==> config.mk <==
export PLATFORM = sky130hd
export DESIGN_NAME = cam_rr_cache
export DESIGN_NICKNAME = d
export VERILOG_FILES = /design/src/rtl/cam_rr_cache.sv
export SDC_FILE = /design/constraint.sdc
export NUM_CORES = 1
export LEC_CHECK = 0
export CAP_MARGIN = 0
export CORE_MARGIN = 10
export CORE_UTILIZATION = 64
export CTS_CLUSTER_DIAMETER = 50
export DETAILED_ROUTE_END_ITERATION = 8
export DONT_BUFFER_PORTS = 1
export PLACE_DENSITY = 0.8
export SLEW_MARGIN = 20
export SYNTH_ARGS = -nofsm -noshare
export SYNTH_HDL_FRONTEND = slang
export SYNTH_SLANG_ARGS = --single-unit
==> constraint.sdc <==
create_clock -name clk -period 3.9 [get_ports clk]
set_input_delay 0.78 -clock clk [delete_from_list [all_inputs] [get_ports clk]]
set_output_delay 0.78 -clock clk [all_outputs]
set_load 0.005 [all_outputs]
==> src/rtl/cam_rr_cache.sv <==
// Fully associative tag/data CAM cache with round-robin replacement when full,
// update-in-place on tag hit, invalidate-by-tag, registered lookup and hit/miss statistics.
module cam_rr_cache #(
    parameter  int WORDS  = 8,
    parameter  int BITS   = 8,
    parameter  int TAG_SZ = 8,
    parameter  int CNT_W  = 16,
    localparam int AW     = $clog2(WORDS),
    localparam int OW     = $clog2(WORDS + 1)
) (
    input  logic              clk,
    input  logic              rst_,
    input  logic              read,
    input  logic [TAG_SZ-1:0] check_tag,
    input  logic              inval,
    input  logic              write_,
    input  logic [TAG_SZ-1:0] new_tag,
    input  logic [BITS-1:0]   wdata,
    output logic [BITS-1:0]   data,
    output logic              found_it,
    output logic              rd_valid,
    output logic              full,
    output logic [OW-1:0]     count,
    output logic              evicted,
    output logic [CNT_W-1:0]  hit_cnt,
    output logic [CNT_W-1:0]  miss_cnt
);

    logic [WORDS-1:0]  val_mem;
    logic [TAG_SZ-1:0] tag_mem  [WORDS];
    logic [BITS-1:0]   data_mem [WORDS];
    logic [AW-1:0]     vptr;

    logic          rd_hit, wr_hit;
    logic [AW-1:0] rd_idx, wr_hit_idx, free_idx, wr_idx;
    logic          do_write, alloc, evict, clear;

    assign full     = (count == OW'(WORDS));
    assign do_write = !write_;

    // Ascending scan lets the highest matching index win; descending scan finds the lowest free slot.
    always_comb begin
        rd_hit     = 1'b0;
        rd_idx     = '0;
        wr_hit     = 1'b0;
        wr_hit_idx = '0;
        free_idx   = '0;
        for (int i = 0; i < WORDS; i++) begin
            if (val_mem[i] && tag_mem[i] == check_tag) begin
                rd_hit = 1'b1;
                rd_idx = AW'(i);
            end
            if (val_mem[i] && tag_mem[i] == new_tag) begin
                wr_hit     = 1'b1;
                wr_hit_idx = AW'(i);
            end
        end
        for (int i = WORDS - 1; i >= 0; i--) begin
            if (!val_mem[i]) free_idx = AW'(i);
        end
    end

    // NOTE: every output of this block gets a default first so no latch is inferred.
    always_comb begin
        wr_idx = wr_hit_idx;
        alloc  = 1'b0;
        evict  = 1'b0;
        if (do_write && !wr_hit) begin
            if (!full) begin
                wr_idx = free_idx;
                alloc  = 1'b1;
            end else begin
                wr_idx = vptr;
                evict  = 1'b1;
            end
        end
        // A write landing on the entry being invalidated wins, keeping count consistent.
        clear = inval && rd_hit && !(do_write && wr_idx == rd_idx);
    end

    // NOTE: the arrays are reset explicitly because stale tags/data must read as zero after reset.
    always_ff @(posedge clk or negedge rst_) begin
        if (!rst_) begin
            val_mem <= '0;
            for (int i = 0; i < WORDS; i++) begin
                tag_mem[i]  <= '0;
                data_mem[i] <= '0;
            end
        end else begin
            if (clear) val_mem[rd_idx] <= 1'b0;
            if (do_write) begin
                val_mem[wr_idx]  <= 1'b1;
                tag_mem[wr_idx]  <= new_tag;
                data_mem[wr_idx] <= wdata;
            end
        end
    end

    always_ff @(posedge clk or negedge rst_) begin
        if (!rst_) begin
            vptr    <= '0;
            count   <= '0;
            evicted <= 1'b0;
        end else begin
            count   <= count + OW'(alloc) - OW'(clear);
            evicted <= evict;
            if (evict) vptr <= (vptr == AW'(WORDS - 1)) ? '0 : vptr + AW'(1);
        end
    end

    always_ff @(posedge clk or negedge rst_) begin
        if (!rst_) begin
            data     <= '0;
            found_it <= 1'b0;
            rd_valid <= 1'b0;
            hit_cnt  <= '0;
            miss_cnt <= '0;
        end else begin
            rd_valid <= read;
            if (read) begin
                found_it <= rd_hit;
                data     <= rd_hit ? data_mem[rd_idx] : '0;
                if (rd_hit) begin
                    if (hit_cnt != '1) hit_cnt <= hit_cnt + CNT_W'(1);
                end else begin
                    if (miss_cnt != '1) miss_cnt <= miss_cnt + CNT_W'(1);
                end
            end
        end
    end

endmodule

==> results of run 1 <==
==> Yosys cell counts (all sizes together), types with 2 or more instances <==
cell type    n  area, um2
dfrtp      186       4650
mux2       139       1570
xnor2      117       1020
xor2        45        394
nand2       41        154
nor2        41        154
buf         37        230
nand3       31        155
nand4       23        144
nor3        22        125
inv         13       48.8
nor4        13        139
o22ai       11       68.8
and3         9       56.3
ha           9        113
o21ai        9       45.0
o221ai       8       70.1
o2bb2ai      8       70.1
a21o         7       52.6
a2bb2oi      6       52.6
and2         6       37.5
clkbuf       6       23.8
nand2b       6       37.5
a21oi        5       25.0
mux2i        5       50.1
or2          5       31.3
and4         4       35.0
or3          3       18.8
a21boi       2       15.0
and2b        2       15.0
nor2b        2       12.5
nor3b        2       31.3
nor4b        2       17.5
o21a         2       15.0
o31ai        2       42.5
==> sequential cells by signal, indices dropped and copies added, names as in the netlist <==
name and cells:
data 8, count 4, tag_mem 64, data_mem 64, vptr 3, miss_cnt 16, rd_valid 1, hit_cnt 16
found_it 1, val_mem 8, evicted 1
==> cell type report <==
cell class	count	area, um2
multi-input combinational	600	4930
sequential	186	4650
fill	1083	4420
clock buffer	18	429
timing repair buffer	32	265
tap	188	235
clock inverter	14	156
inverter	14	52.6
==> kinds of logic (layout without fill, tap and decap cells) <==
family,count (synthesis),count (layout)
compound gates,70,70
xor+xnor,162,162
fa+ha+maj,10,10
buf+inv,57,78
flops,186,186
mux,144,144
simple gates,214,214
==> worst max-delay path by stage <==
stage | from | to
2_1_floorplan | new_tag[1] | count[2]
3_3_place_gp | new_tag[3] | count[1]
3_5_place_dp | new_tag[3] | count[2]
4_1_cts | tag_mem[30] | count[2]
5_1_grt | tag_mem[30] | count[2]
6_report | tag_mem[13] | count[2]
==> what timing repair did <==
| action | in CTS | in global routing |
|---|---|---|
| gates resized for setup | 0 | 2 |
| endpoints found under the setup margin | 0 | 3 |
| hold endpoints to repair | 0 | 0 |
==> routing by layer <==
| layer | vias to the layer above | global-route usage [%] |
|---|---|---|
| li1 | 2980 | - |
| met1 | 3396 | 33.7 |
| met2 | 238 | 38.0 |
| met3 | 34 | 8.00 |
| met4 | 0 | 7.13 |
| met5 | - | 0 |
==> critical path: stages (launching register included) <==
cell and delay, ps:
dfrtp_1 430, xnor2_1 220, nand4_1 190, nor3_2 320
nor2b_1 90, a211oi_1 380, o31ai_4 140, xnor2_1 160
nor4_1 350, nor2_1 120, ha_1 300, inv_1 50
ha_1 150, inv_1 50, fa_1 370, xnor2_1 140
==> power by group <==
part           internal, mW  switching [mW]
Clock                 0.907           0.821
Combinational          1.55            1.28
Sequential             2.68           0.745
Total                  5.13            2.85
==> impl_metrics.env, run 1 <==
export IMPL_tritoncts="done"
export IMPL_arrival_ps=3890
export IMPL_reg2reg_slack_ps=330
export IMPL_synthAdderAreaFrac_pct=1.34
export IMPL_period_needed_ps=3570
export IMPL_top_layer="met4"
export IMPL_status="finished, final reports clean"
export IMPL_diodes=0
export IMPL_synth_edf_count=0
export IMPL_synthArstFlopShare_pct=100
export IMPL_max_freq_mhz=280
export IMPL_synth_compound_gate_area_share_pct=5.65
export IMPL_io_pins=77
export IMPL_wl_per_cell_um=24.1
export IMPL_cp_start_kind="flip-flop"
export IMPL_clk_latency_ps=440
export IMPL_timing_final_ws_setup_ps=329
export IMPL_fin_cells=1052
export IMPL_required_ps=4220
export IMPL_netlist_instances=843
export IMPL_synth_warnings=0
export IMPL_layout_nets=890
export IMPL_core_area_mm2=0.0151
export IMPL_worst_pin_slew_ps=718
export IMPL_clk_path_buf_depth=2
export IMPL_post_synth_and_or_nand_nor_area_fraction_pct=12.0
export IMPL_synth_distinct_cells=60
export IMPL_synth_nets=882
export IMPL_rsz0062_at_grt="false"
export IMPL_mostFrequentLayoutCell="dfrtp_1"
export IMPL_cts_clk_slew_worst_paths_ps=80
export IMPL_final_area_mm2=0.0107
export IMPL_vias=6648
export IMPL_grt_pass1_wl_mm=39.2
export IMPL_initial_core_util_pct=65.2
export IMPL_antenna_found_initial=0
export IMPL_grt_max_degree=187
export IMPL_die_x_um=144
export IMPL_post_route_util_pct=70.8
export IMPL_worstPathMaxFanout=4
export IMPL_ys_ff_latch=186
export IMPL_clock_sinks=186
export IMPL_root_buffer="clkbuf_16"
export IMPL_fp_row_count=45
export IMPL_r2r_end="count[2]"
export IMPL_max_slew_margin_pct=51.7
export IMPL_totalPowerFinal_mw=7.98
export IMPL_finalSetupViolations=0
export IMPL_timing_max_cap_violations=0
export IMPL_detail_route_wirelength_met1_mm=11.1
export IMPL_die_h_um=144
export IMPL_ant_nets=0
export IMPL_wl_met3_mm=2.21
export IMPL_fin_skew_ps=16.6
export IMPL_post_cts_buffers=0
export IMPL_drc_errors=0
export IMPL_dp_cells=1020
export IMPL_cts_hold_buffers=0
export IMPL_worstSetupPathType="flip-flop to flip-flop"
export IMPL_dpl_worst_slack_ps=-42.3
export IMPL_floorplan_die_area_mm2=0.0208
export IMPL_synthFlopType="dfrtp_1"
export IMPL_portBuffers=0
export IMPL_rr_startpoint="tag_mem[13]"
export IMPL_drt_iter0_markers=642
export IMPL_hold_class="input pin to asynchronous set/reset pin"
export IMPL_drive_above_1_share_pct=24.1
export IMPL_synth_top_family_by_area="multiplexers"
export IMPL_finalHoldViolCount=0
export IMPL_syn_avg_cell_area_um2=11.7
export IMPL_cts_buffers=17
export IMPL_routed_via_density=6.32
export IMPL_grt_overflow=0
export IMPL_synthMuxAreaShare_pct=16.4
export IMPL_gp_congestion=0.927
export IMPL_leakage_nw=4.65
export IMPL_first_global_vias=6743
export IMPL_placed_area_mm2=0.0101
export IMPL_place_hpwl_mm=18.1
export IMPL_endpoint_kind="flip-flop"
export IMPL_ys_seq_area_share_pct=47.2
export IMPL_layout_common_cells="dfrtp_1, mux2_2, xnor2_1"
export IMPL_routed_wl_met2_mm=11.6
export IMPL_first_pass_iters=5
export IMPL_slew_violations=0
export IMPL_vdd_drop_max_uv=532
export IMPL_synth_xor_area_share_pct=14.4
export IMPL_area_delta_synth_final_pct=8.65
export IMPL_worst_r2r_cell_count=15
export IMPL_netlist_area_mm2=0.00987
export IMPL_power_density_mw_per_mm2=744
export IMPL_htreeDepth=4
export IMPL_track_usage_pct=25.0
export IMPL_fin_hold_ws_ps=30.7
export IMPL_wl_mm=25.4
export IMPL_fin_crit_sh_pct=91.6
export IMPL_finalSetupTns_ps=0
Note: power is estimated with default switching activity, not from simulation.
==> inputs of run 2 (changes only) <==
--- a/config.mk
+++ b/config.mk
@@ -11,6 +11,7 @@
 export CTS_CLUSTER_DIAMETER = 50
 export DETAILED_ROUTE_END_ITERATION = 8
 export DONT_BUFFER_PORTS = 1
+export MAX_ROUTING_LAYER = met4
 export PLACE_DENSITY = 0.8
 export SLEW_MARGIN = 20
 export SYNTH_ARGS = -nofsm -noshare
==> run 2 against run 1 <==
  * Highest routed layer unchanged
  * Register-to-register slack got worse by 80 ps
  * Largest power group unchanged
  * Count of clock-buffer cells in the layout increased by 1
  * First-iteration DRC count down 9.2%
  * Non-clock buffer count grew 8
  * Final area rose by 0.44%
  * Combinational power about the same
  * Utilization is 0.31 points higher
  * Via count rose by 0.87%
==> impl_metrics.env, run 2 (synthesis gave the netlist of run 1 again) <==
export IMPL_placed_area_mm2=0.0102
export IMPL_track_usage_pct=25.5
export IMPL_ant_nets=0
export IMPL_clk_latency_ps=440
export IMPL_die_h_um=144
export IMPL_cts_clk_slew_worst_paths_ps=70
export IMPL_status="finished, final reports clean"
export IMPL_worst_pin_slew_ps=543
export IMPL_totalPowerFinal_mw=8.00
export IMPL_startpoint="tag_mem[51]"
export IMPL_mostFrequentLayoutCell="dfrtp_1"
export IMPL_cp_start_kind="flip-flop"
export IMPL_post_cts_resized=0
export IMPL_ff_latch_area_mm2=0.00465
export IMPL_arrival_ps=3970
export IMPL_finalSetupViolations=0
export IMPL_post_cts_buffers=0
export IMPL_io_pins=77
export IMPL_htreeDepth=4
export IMPL_fin_skew_ps=13.8
export IMPL_max_slew_margin_pct=63.8
export IMPL_area_delta_synth_final_pct=9.13
export IMPL_initial_core_util_pct=65.2
export IMPL_required_ps=4220
export IMPL_layout_nets=898
export IMPL_wl_mm=24.8
export IMPL_fin_crit_sh_pct=93.7
export IMPL_clock_sinks=186
export IMPL_vdd_drop_max_uv=527
export IMPL_timing_max_cap_violations=0
export IMPL_drive_above_1_share_pct=24.7
export IMPL_hold_class="input pin to asynchronous set/reset pin"
export IMPL_root_buffer="clkbuf_16"
export IMPL_grt_max_degree=187
export IMPL_antenna_found_initial=0
export IMPL_period_needed_ps=3660
export IMPL_multi_input_area_mm2=0.00493
export IMPL_die_x_um=144
export IMPL_grt_overflow=0
export IMPL_power_density_mw_per_mm2=743
export IMPL_diodes=0
export IMPL_fp_row_count=45
export IMPL_max_freq_mhz=274
export IMPL_cts_buffers=17
export IMPL_rr_startpoint="tag_mem[51]"
export IMPL_tritoncts="done"
export IMPL_final_area_mm2=0.0108
export IMPL_rsz0062_at_grt="false"
export IMPL_cts_hold_buffers=0
export IMPL_routed_via_density=6.33
export IMPL_worst_r2r_cell_count=15
export IMPL_place_hpwl_mm=17.7
export IMPL_core_area_mm2=0.0151
export IMPL_floorplan_die_area_mm2=0.0208
export IMPL_grt_pass1_wl_mm=38.9
export IMPL_worstSetupPathType="flip-flop to flip-flop"
export IMPL_gp_congestion=0.931
export IMPL_portBuffers=0
export IMPL_worstPathMaxFanout=3
export IMPL_leakage_nw=4.69
export IMPL_clk_path_buf_depth=2
export IMPL_drt_iter0_markers=583
export IMPL_vias=6706
export IMPL_first_global_vias=6742
export IMPL_slew_violations=0
export IMPL_fillers=1074
export IMPL_timing_final_ws_setup_ps=245
export IMPL_drc_errors=0
export IMPL_reg_top3="data_mem (64), tag_mem (64)"
export IMPL_wl_per_cell_um=23.4
export IMPL_dpl_worst_slack_ps=-136
export IMPL_first_pass_iters=5
export IMPL_layout_common_cells="dfrtp_1, mux2_2, xnor2_1"
export IMPL_endpoint_kind="flip-flop"
export IMPL_finalHoldViolCount=0
[run 2: area by class of cell]
class	count	share of cell area (%)
flip-flops and latches	186	43.2
repair buffers	40	2.90
inverters	14	0.488
clock inverters	13	1.42
well taps	188	2.18
clock buffers	19	4.02
multi-input cells	600	45.8
[run 2: report_power, final]
part | internal, mW | total [mW] | leakage, nW | switching (mW)
combinational | 1.57 | 2.86 | 2.08 | 1.30
clock | 0.911 | 1.73 | 0.284 | 0.814
sequential | 2.68 | 3.42 | 2.34 | 0.741
total | 5.15 | 8.00 | 4.69 | 2.85
[run 2: path summary, 6_finish.rpt]
kind | endpoint | slack, ps
hold reg to reg | data_mem[15] | 500
min in group clk | rd_valid | 360
max in group asynchronous | tag_mem[11] | 3430
setup reg to reg | count[2] | 240
setup / recovery | count[2] | 240
hold / removal | tag_mem[48] | 40
[run 2: routing by layer]
layer	global-route usage (%)	wire length [um]	up-vias
met3	7.61	2430	22
met4	6.22	296	0
met5	-	0	-
li1	-	-	2991
met2	36.9	11300	284
met1	34.5	10800	3409
[run 2: worst max-delay path, cell delays in order (launching register included)]
cell	delay, ps
dfrtp_1	410
xor2_1	210
nor4_2	390
nand4_1	230
and2b_1	260
nand2_1	180
o31ai_4	100
xnor2_1	170
nor4_1	360
nor2_1	120
ha_1	310
inv_1	60
ha_1	150
inv_1	60
fa_1	380
xnor2_1	140
[run 2: metrics by stage]
stage	hold WS [ps]	std cells	setup TNS, ps	utilization, %
2_1_floorplan	457	843	0	-
3_3_place_gp	467	1028	-274	67.2
3_5_place_dp	488	1028	-268	67.2
4_1_cts	25.3	1060	0	71.0
5_1_grt	12.4	1060	0	71.1
6_report	36.9	1060	0	71.1
==> inputs of run 3 (changes only) <==
--- a/config.mk
+++ b/config.mk
@@ -11,9 +11,9 @@
 export CTS_CLUSTER_DIAMETER = 50
 export DETAILED_ROUTE_END_ITERATION = 8
 export DONT_BUFFER_PORTS = 1
+export GPL_TIMING_DRIVEN = 1
 export MAX_ROUTING_LAYER = met4
 export PLACE_DENSITY = 0.8
-export SLEW_MARGIN = 20
 export SYNTH_ARGS = -nofsm -noshare
 export SYNTH_HDL_FRONTEND = slang
 export SYNTH_SLANG_ARGS = --single-unit
==> results of run 3 <==
No change in the layout: final DEF, timing and power equal those of run 2.
